[src/rtl/mem_arb_pkg.sv]
// Shared state/owner encodings for the memory port arbiter.
package mem_arb_pkg;
  typedef enum logic [1:0] {ARB_IDLE, ARB_ACCESS, ARB_RESP} arb_state_t;
  typedef enum logic {OWN_FETCH, OWN_DATA} arb_owner_t;
endpackage

[src/rtl/arb_timeout_counter.sv]
// Counts ACCESS cycles without mem_ready; tc flags the last cycle before abort.
// Holds at terminal count so it never wraps; cleared outside ACCESS.
module arb_timeout_counter #(
  parameter int timeout = 15
) (
  input  logic clk,
  input  logic rst,
  input  logic clear,
  input  logic enable,
  output logic tc
);
  localparam int CW = (timeout > 1) ? $clog2(timeout) : 1;
  localparam logic [CW-1:0] LAST = CW'(timeout - 1);

  logic [CW-1:0] cnt_q, cnt_d;

  assign tc = (cnt_q == LAST);

  always_comb begin
    cnt_d = cnt_q;
    if (clear) begin
      cnt_d = '0;
    end else if (enable && !tc) begin
      cnt_d = cnt_q + CW'(1);
    end
  end

  always_ff @(posedge clk or negedge rst) begin
    if (!rst) begin
      cnt_q <= '0;
    end else begin
      cnt_q <= cnt_d;
    end
  end
endmodule

[src/rtl/mem_port_arbiter.sv]
// Single-port memory arbiter between instruction fetch and load/store; min 3 cycles/access.
// Requesters hold req until done; streak limit stops data from starving fetch.
module mem_port_arbiter
  import mem_arb_pkg::*;
#(
  parameter int word_size  = 32,
  parameter int addr_size  = 16,
  parameter int max_streak = 4,
  parameter int timeout    = 15
) (
  input  logic                 clk,
  input  logic                 rst,
  input  logic                 if_req,
  input  logic [addr_size-1:0] if_addr,
  output logic [word_size-1:0] if_rdata,
  output logic                 if_done,
  input  logic                 d_req,
  input  logic                 d_we,
  input  logic [addr_size-1:0] d_addr,
  input  logic [word_size-1:0] d_wdata,
  output logic [word_size-1:0] d_rdata,
  output logic                 d_done,
  output logic                 mem_en,
  output logic                 mem_we,
  output logic [addr_size-1:0] mem_addr,
  output logic [word_size-1:0] mem_wdata,
  input  logic [word_size-1:0] mem_rdata,
  input  logic                 mem_ready,
  output logic                 err,
  input  logic                 err_clr,
  output logic                 busy
);
  localparam int SW = $clog2(max_streak + 1);
  localparam logic [SW-1:0] STREAK_MAX = SW'(max_streak);

  arb_state_t           state_q, state_d;
  arb_owner_t           owner_q, owner_d;
  logic [SW-1:0]        streak_q, streak_d;
  logic                 mem_en_q, mem_en_d, mem_we_q, mem_we_d;
  logic [addr_size-1:0] mem_addr_q, mem_addr_d;
  logic [word_size-1:0] mem_wdata_q, mem_wdata_d;
  logic [word_size-1:0] if_rdata_q, if_rdata_d, d_rdata_q, d_rdata_d;
  logic                 if_done_q, if_done_d, d_done_q, d_done_d;
  logic                 err_q, err_d, busy_q, busy_d;
  logic                 grant_data;
  logic                 tmo_tc;

  arb_timeout_counter #(.timeout(timeout)) u_tmo (
    .clk    (clk),
    .rst    (rst),
    .clear  (state_q != ARB_ACCESS),
    .enable ((state_q == ARB_ACCESS) && !mem_ready),
    .tc     (tmo_tc)
  );

  always_comb begin
    state_d     = state_q;
    owner_d     = owner_q;
    streak_d    = streak_q;
    mem_en_d    = mem_en_q;
    mem_we_d    = mem_we_q;
    mem_addr_d  = mem_addr_q;
    mem_wdata_d = mem_wdata_q;
    if_rdata_d  = if_rdata_q;
    d_rdata_d   = d_rdata_q;
    if_done_d   = 1'b0;
    d_done_d    = 1'b0;
    busy_d      = busy_q;
    err_d       = err_q & ~err_clr;
    grant_data  = 1'b0;

    case (state_q)
      ARB_IDLE: begin
        if (if_req || d_req) begin
          // Data wins contention until it has used up its streak allowance.
          grant_data = d_req && (!if_req || (streak_q != STREAK_MAX));
          mem_en_d   = 1'b1;
          busy_d     = 1'b1;
          state_d    = ARB_ACCESS;
          if (grant_data) begin
            owner_d     = OWN_DATA;
            mem_we_d    = d_we;
            mem_addr_d  = d_addr;
            mem_wdata_d = d_wdata;
            if (if_req && (streak_q != STREAK_MAX)) begin
              streak_d = streak_q + SW'(1);
            end
          end else begin
            owner_d     = OWN_FETCH;
            mem_we_d    = 1'b0;
            mem_addr_d  = if_addr;
            mem_wdata_d = '0;
            streak_d    = '0;
          end
        end
      end
      ARB_ACCESS: begin
        if (mem_ready || tmo_tc) begin
          mem_en_d = 1'b0;
          state_d  = ARB_RESP;
          if (owner_q == OWN_FETCH) begin
            if_done_d  = 1'b1;
            if_rdata_d = mem_ready ? mem_rdata : '0;
          end else begin
            d_done_d = 1'b1;
            if (!mem_ready) begin
              d_rdata_d = '0;
            end else if (!mem_we_q) begin
              d_rdata_d = mem_rdata;
            end
          end
          if (!mem_ready) begin
            err_d = 1'b1;
          end
        end
      end
      ARB_RESP: begin
        busy_d  = 1'b0;
        state_d = ARB_IDLE;
      end
      default: state_d = ARB_IDLE;
    endcase
  end

  always_ff @(posedge clk or negedge rst) begin
    if (!rst) begin
      state_q     <= ARB_IDLE;
      owner_q     <= OWN_FETCH;
      streak_q    <= '0;
      mem_en_q    <= 1'b0;
      mem_we_q    <= 1'b0;
      mem_addr_q  <= '0;
      mem_wdata_q <= '0;
      if_rdata_q  <= '0;
      d_rdata_q   <= '0;
      if_done_q   <= 1'b0;
      d_done_q    <= 1'b0;
      err_q       <= 1'b0;
      busy_q      <= 1'b0;
    end else begin
      state_q     <= state_d;
      owner_q     <= owner_d;
      streak_q    <= streak_d;
      mem_en_q    <= mem_en_d;
      mem_we_q    <= mem_we_d;
      mem_addr_q  <= mem_addr_d;
      mem_wdata_q <= mem_wdata_d;
      if_rdata_q  <= if_rdata_d;
      d_rdata_q   <= d_rdata_d;
      if_done_q   <= if_done_d;
      d_done_q    <= d_done_d;
      err_q       <= err_d;
      busy_q      <= busy_d;
    end
  end

  assign if_rdata  = if_rdata_q;
  assign if_done   = if_done_q;
  assign d_rdata   = d_rdata_q;
  assign d_done    = d_done_q;
  assign mem_en    = mem_en_q;
  assign mem_we    = mem_we_q;
  assign mem_addr  = mem_addr_q;
  assign mem_wdata = mem_wdata_q;
  assign err       = err_q;
  assign busy      = busy_q;
endmodule

[config.mk]
export PLATFORM = sky130hd
export DESIGN_NAME = mem_port_arbiter
export DESIGN_NICKNAME = d
export VERILOG_FILES = /design/src/rtl/mem_arb_pkg.sv /design/src/rtl/arb_timeout_counter.sv /design/src/rtl/mem_port_arbiter.sv
export SDC_FILE = /design/constraint.sdc
export NUM_CORES = 1
export LEC_CHECK = 0
export CORE_ASPECT_RATIO = 1.25
export CORE_MARGIN = 2
export CORE_UTILIZATION = 40
export DETAILED_ROUTE_END_ITERATION = 8
export DONT_BUFFER_PORTS = 1
export GPL_TIMING_DRIVEN = 1
export PLACE_DENSITY_LB_ADDON = 0.25
export SYNTH_ARGS = -nofsm -noshare
export SYNTH_HDL_FRONTEND = slang
export SYNTH_SLANG_ARGS = --single-unit
[constraint.sdc]
create_clock -name clk -period 2.4 [get_ports clk]
set_clock_uncertainty 0.2 [all_clocks]
set_input_delay 0.48 -clock clk [delete_from_list [all_inputs] [get_ports clk]]
set_output_delay 0.48 -clock clk [all_outputs]
set_load 0.02 [all_outputs]
==> flow_summary_export.csv <==
group,metric,value,unit
run_status,status,"finished, violations left",
run_status,violations,"negative hold slack",
synthesis,yosys_warnings,0,
die,die_h,133,um
global_routing,grt_antenna_before_repair,0,
route,drt_wl_total,13400,um
die,dieArea,14300,sq um
critical_path,path_class,"reg -> reg",
die,rows,47,
layout,finalNetCount,646,
critical_path,critPathRequiredTime,2.54,ns
timing,fmax,0.449,GHz
synthesis,synth-seq-cells,128,
clocking,htree_levels,4,
synthesis,yosysTopAreaCell,"dfrtp_1",
route,vias,4004,
critical_path,crit_slowest_cell,"and3_1",
route,ant_nets,0,
synthesis,synthAdderAreaFrac,0.00935,
clocking,clk_pin_slew_worst_paths,0.06,ns
power_and_ir_drop,power.leakage,3.05,nW
flow_run,cap_viol_max_count,0,
layout,regArea,3200,sq um
power_and_ir_drop,power.density,1440,nW/um^2
route,drt_iter0_markers,293,
global_routing,grt.total_usage,0.191,
synthesis,synthSimpleGateAreaFrac,0.110,
layout,area_delta_synth_final,25.0,%
critical_path,start_kind,"register",
clocking,clk_latency,0.40,ns
synthesis,synth_xor_area_frac,0,
placement,hpwlAfterDp,8280,um
die,ioPinCount,221,
timing,fin_crit,2.23,ns
synthesis,syn_area,5350,sq um
synthesis,synth_common_cells,"128 x dfrtp_1, 70 x nand2_1, 66 x a22o_1",
clocking,root_buffer,"clkbuf_16",
synthesis,synth_nets,595,
route,viasPerCell,5.54,
critical_path,crit_buf_inv,1,
route,wl_per_cell,18.6,um
min_path,hp-class,"in -> async",
timing,period_share,0.927,
synthesis,synthMuxAreaShare,0,
layout,antennaDiodeCount,0,
synthesis,synth_most_common_cell,"dfrtp_1",
synthesis,synth_edf_count,0,
placement,port_buffers,0,
clocking,cts_tree,"built",
placement,dp_slack,0.207,ns
timing,maxSlewViolCount,0,
synthesis,synth_top_flop_cell,"dfrtp_1",
global_routing,grt_pass1_vias,4150,
global_routing,grt_max_degree,129,
critical_path,cp_max_fo,34,
timing,slew_headroom,0.186,
timing,rsz0062_at_grt,"false",
clocking,cts_buffers,17,
synthesis,seq_area_frac_synth,0.599,
layout,multi_input_area,1750,sq um
clocking,cts_buffer_depth,2,
critical_path,cp_cell_sequence,"inv_1 -> ha_1 -> nand3_1 -> and3_1 -> a22o_1",
critical_path,slowest_delay,0.98,ns
synthesis,syn_area_per_cell,11.0,sq um
global_routing,grt_pass1_wl,21600,um
synthesis,synth_compound_area_frac,0.205,
synthesis,synth_top_area_frac,0.599,
die,dieWidth,107,um
synthesis,async_flop_share,1.00,
die,start_util,0.406,
clocking,cts_sinks,128,
route,drtPass1Iterations,4,
critical_path,arrival,2.36,ns
clocking,post_cts_buffers,0,
timing,tightestPinTransition,1.22,ns
synthesis,syn_inst,488,
power_and_ir_drop,peakVddDrop,0.000729,V
placement,gp_routability_congestion,0.763,
synthesis,synthDistinctLibCells,29,
timing,final_hold_viol_count,128,
layout,fillCellCount,1175,
critical_path,critical_path.top_delay_family,"simple AND/OR/NAND/NOR gates",
timing,finalSetupViolCount,0,
die,core-area,13200,sq um
timing,layout_setup_ws,0.175,ns
clocking,post_cts_resized,0,
timing,setup_tns,0,ns
synthesis,synthTopCellsByArea,"dfrtp_1 60%, a22o_1 11%, o221ai_1 7.7%",
timing,worst_hold_slack,-0.430,ns
layout,drive_above_1_share,0.0815,
synthesis,synth_top_family_by_area,"compound AO/OA/AOI/OAI gates",
critical_path,cp-end-kind,"register",
global_routing,gr-total-overflow,0,
route,drc,0,
layout by cell type (no fill, tap or decap), drive strengths merged:
| cell | Yosys | layout |
|---|---|---|
| dfrtp | 128 | 128 |
| nand2 | 70 | 70 |
| a22o | 66 | 66 |
| dlygate4sd3 | 0 | 65 |
| inv | 55 | 55 |
| o221ai | 47 | 47 |
| nand3 | 21 | 21 |
| clkbuf | 25 | 19 |
| nand4 | 16 | 16 |
| buf | 18 | 10 |
| o21ai | 8 | 8 |
| clkinv | 0 | 7 |
| nand2b | 4 | 4 |
| ha | 4 | 4 |
| clkinvlp | 0 | 4 |
| nor2b | 3 | 3 |
| and2 | 3 | 3 |
| a21oi | 3 | 3 |
| and3 | 2 | 2 |
| a31oi | 2 | 2 |
| or3 | 2 | 2 |
| bufinv | 0 | 2 |
| nor2 | 2 | 2 |
| o32ai | 1 | 1 |
| a31o | 1 | 1 |
| nor3 | 1 | 1 |
| or3b | 1 | 1 |
| nand3b | 1 | 1 |
| or2 | 1 | 1 |
| a21o | 1 | 1 |
| a32oi | 1 | 1 |
| o22ai | 1 | 1 |
layer usage:
layer	wire, um	global-route usage
met1	5590	0.230
met3	1110	0.0690
met5	0	0
met4	142	0.0648
met2	6570	0.316
stage by stage:
stage | utilization | instances | total power, mW | area, sq um
2_1_floorplan | - | 488 | 6.52 | 5350
3_3_place_gp | 0.414 | 626 | 6.99 | 5460
3_5_place_dp | 0.414 | 626 | 7.10 | 5460
4_1_cts | 0.507 | 722 | 9.75 | 6680
5_1_grt | 0.508 | 723 | 10.2 | 6690
6_report | 0.508 | 723 | 9.65 | 6690
registers in the layout, summed over array words and instances (netlist names), 2 cells and up:
| name | count |
|---|---|
| if_rdata | 32 |
| mem_wdata | 32 |
| state_q | 2 |
| d_rdata | 32 |
| streak_q | 3 |
| u_tmo.cnt_q | 4 |
| mem_addr | 16 |
power breakdown:
part	total (mW)	leakage, nW	internal, mW	switching (mW)
Sequential	4.99	1.56	3.09	1.89
Clock	2.51	0.275	1.55	0.958
Combinational	2.15	1.21	1.07	1.08
Total	9.65	3.05	5.72	3.94
worst paths after layout:
kind                                              to  cells past startpoint               startpoint  slack (ns)
setup reg to reg            mem_wdata[6]$_DFFE_PN0P_                      5  streak_q[0]$_DFFE_PN0P_        0.17
hold reg to reg              streak_q[0]$_DFFE_PN0P_                      2  streak_q[0]$_DFFE_PN0P_        0.32
setup / recovery            mem_wdata[6]$_DFFE_PN0P_                      5  streak_q[0]$_DFFE_PN0P_        0.17
min in group clk            if_rdata[20]$_DFFE_PN0P_                      1            mem_rdata[20]        0.03
max in group asynchronous  mem_wdata[21]$_DFFE_PN0P_                      0                      rst        2.28
hold / removal              if_rdata[29]$_DFFE_PN0P_                      0                      rst       -0.43
final cells by class:
cell class	instances	share of cell area
Sequential cell	128	0.479
Multi-Input combinational cell	262	0.261
Timing Repair Buffer	75	0.110
Clock buffer	19	0.0662
Tap cell	171	0.0320
Inverter	55	0.0309
Clock inverter	13	0.0209
kinds of logic after synthesis:
| family | count (synthesis) |
|---|---|
| compound gates | 131 |
| buf+inv | 98 |
| fa+ha+maj | 4 |
| flops | 128 |
| simple gates | 127 |
repair_timing:
item,CTS,global route
endpoints found under the setup margin,0,0
hold buffers,64,1
hold endpoints to repair,191,129
No activity file was read; power rests on OpenSTA's default activity.
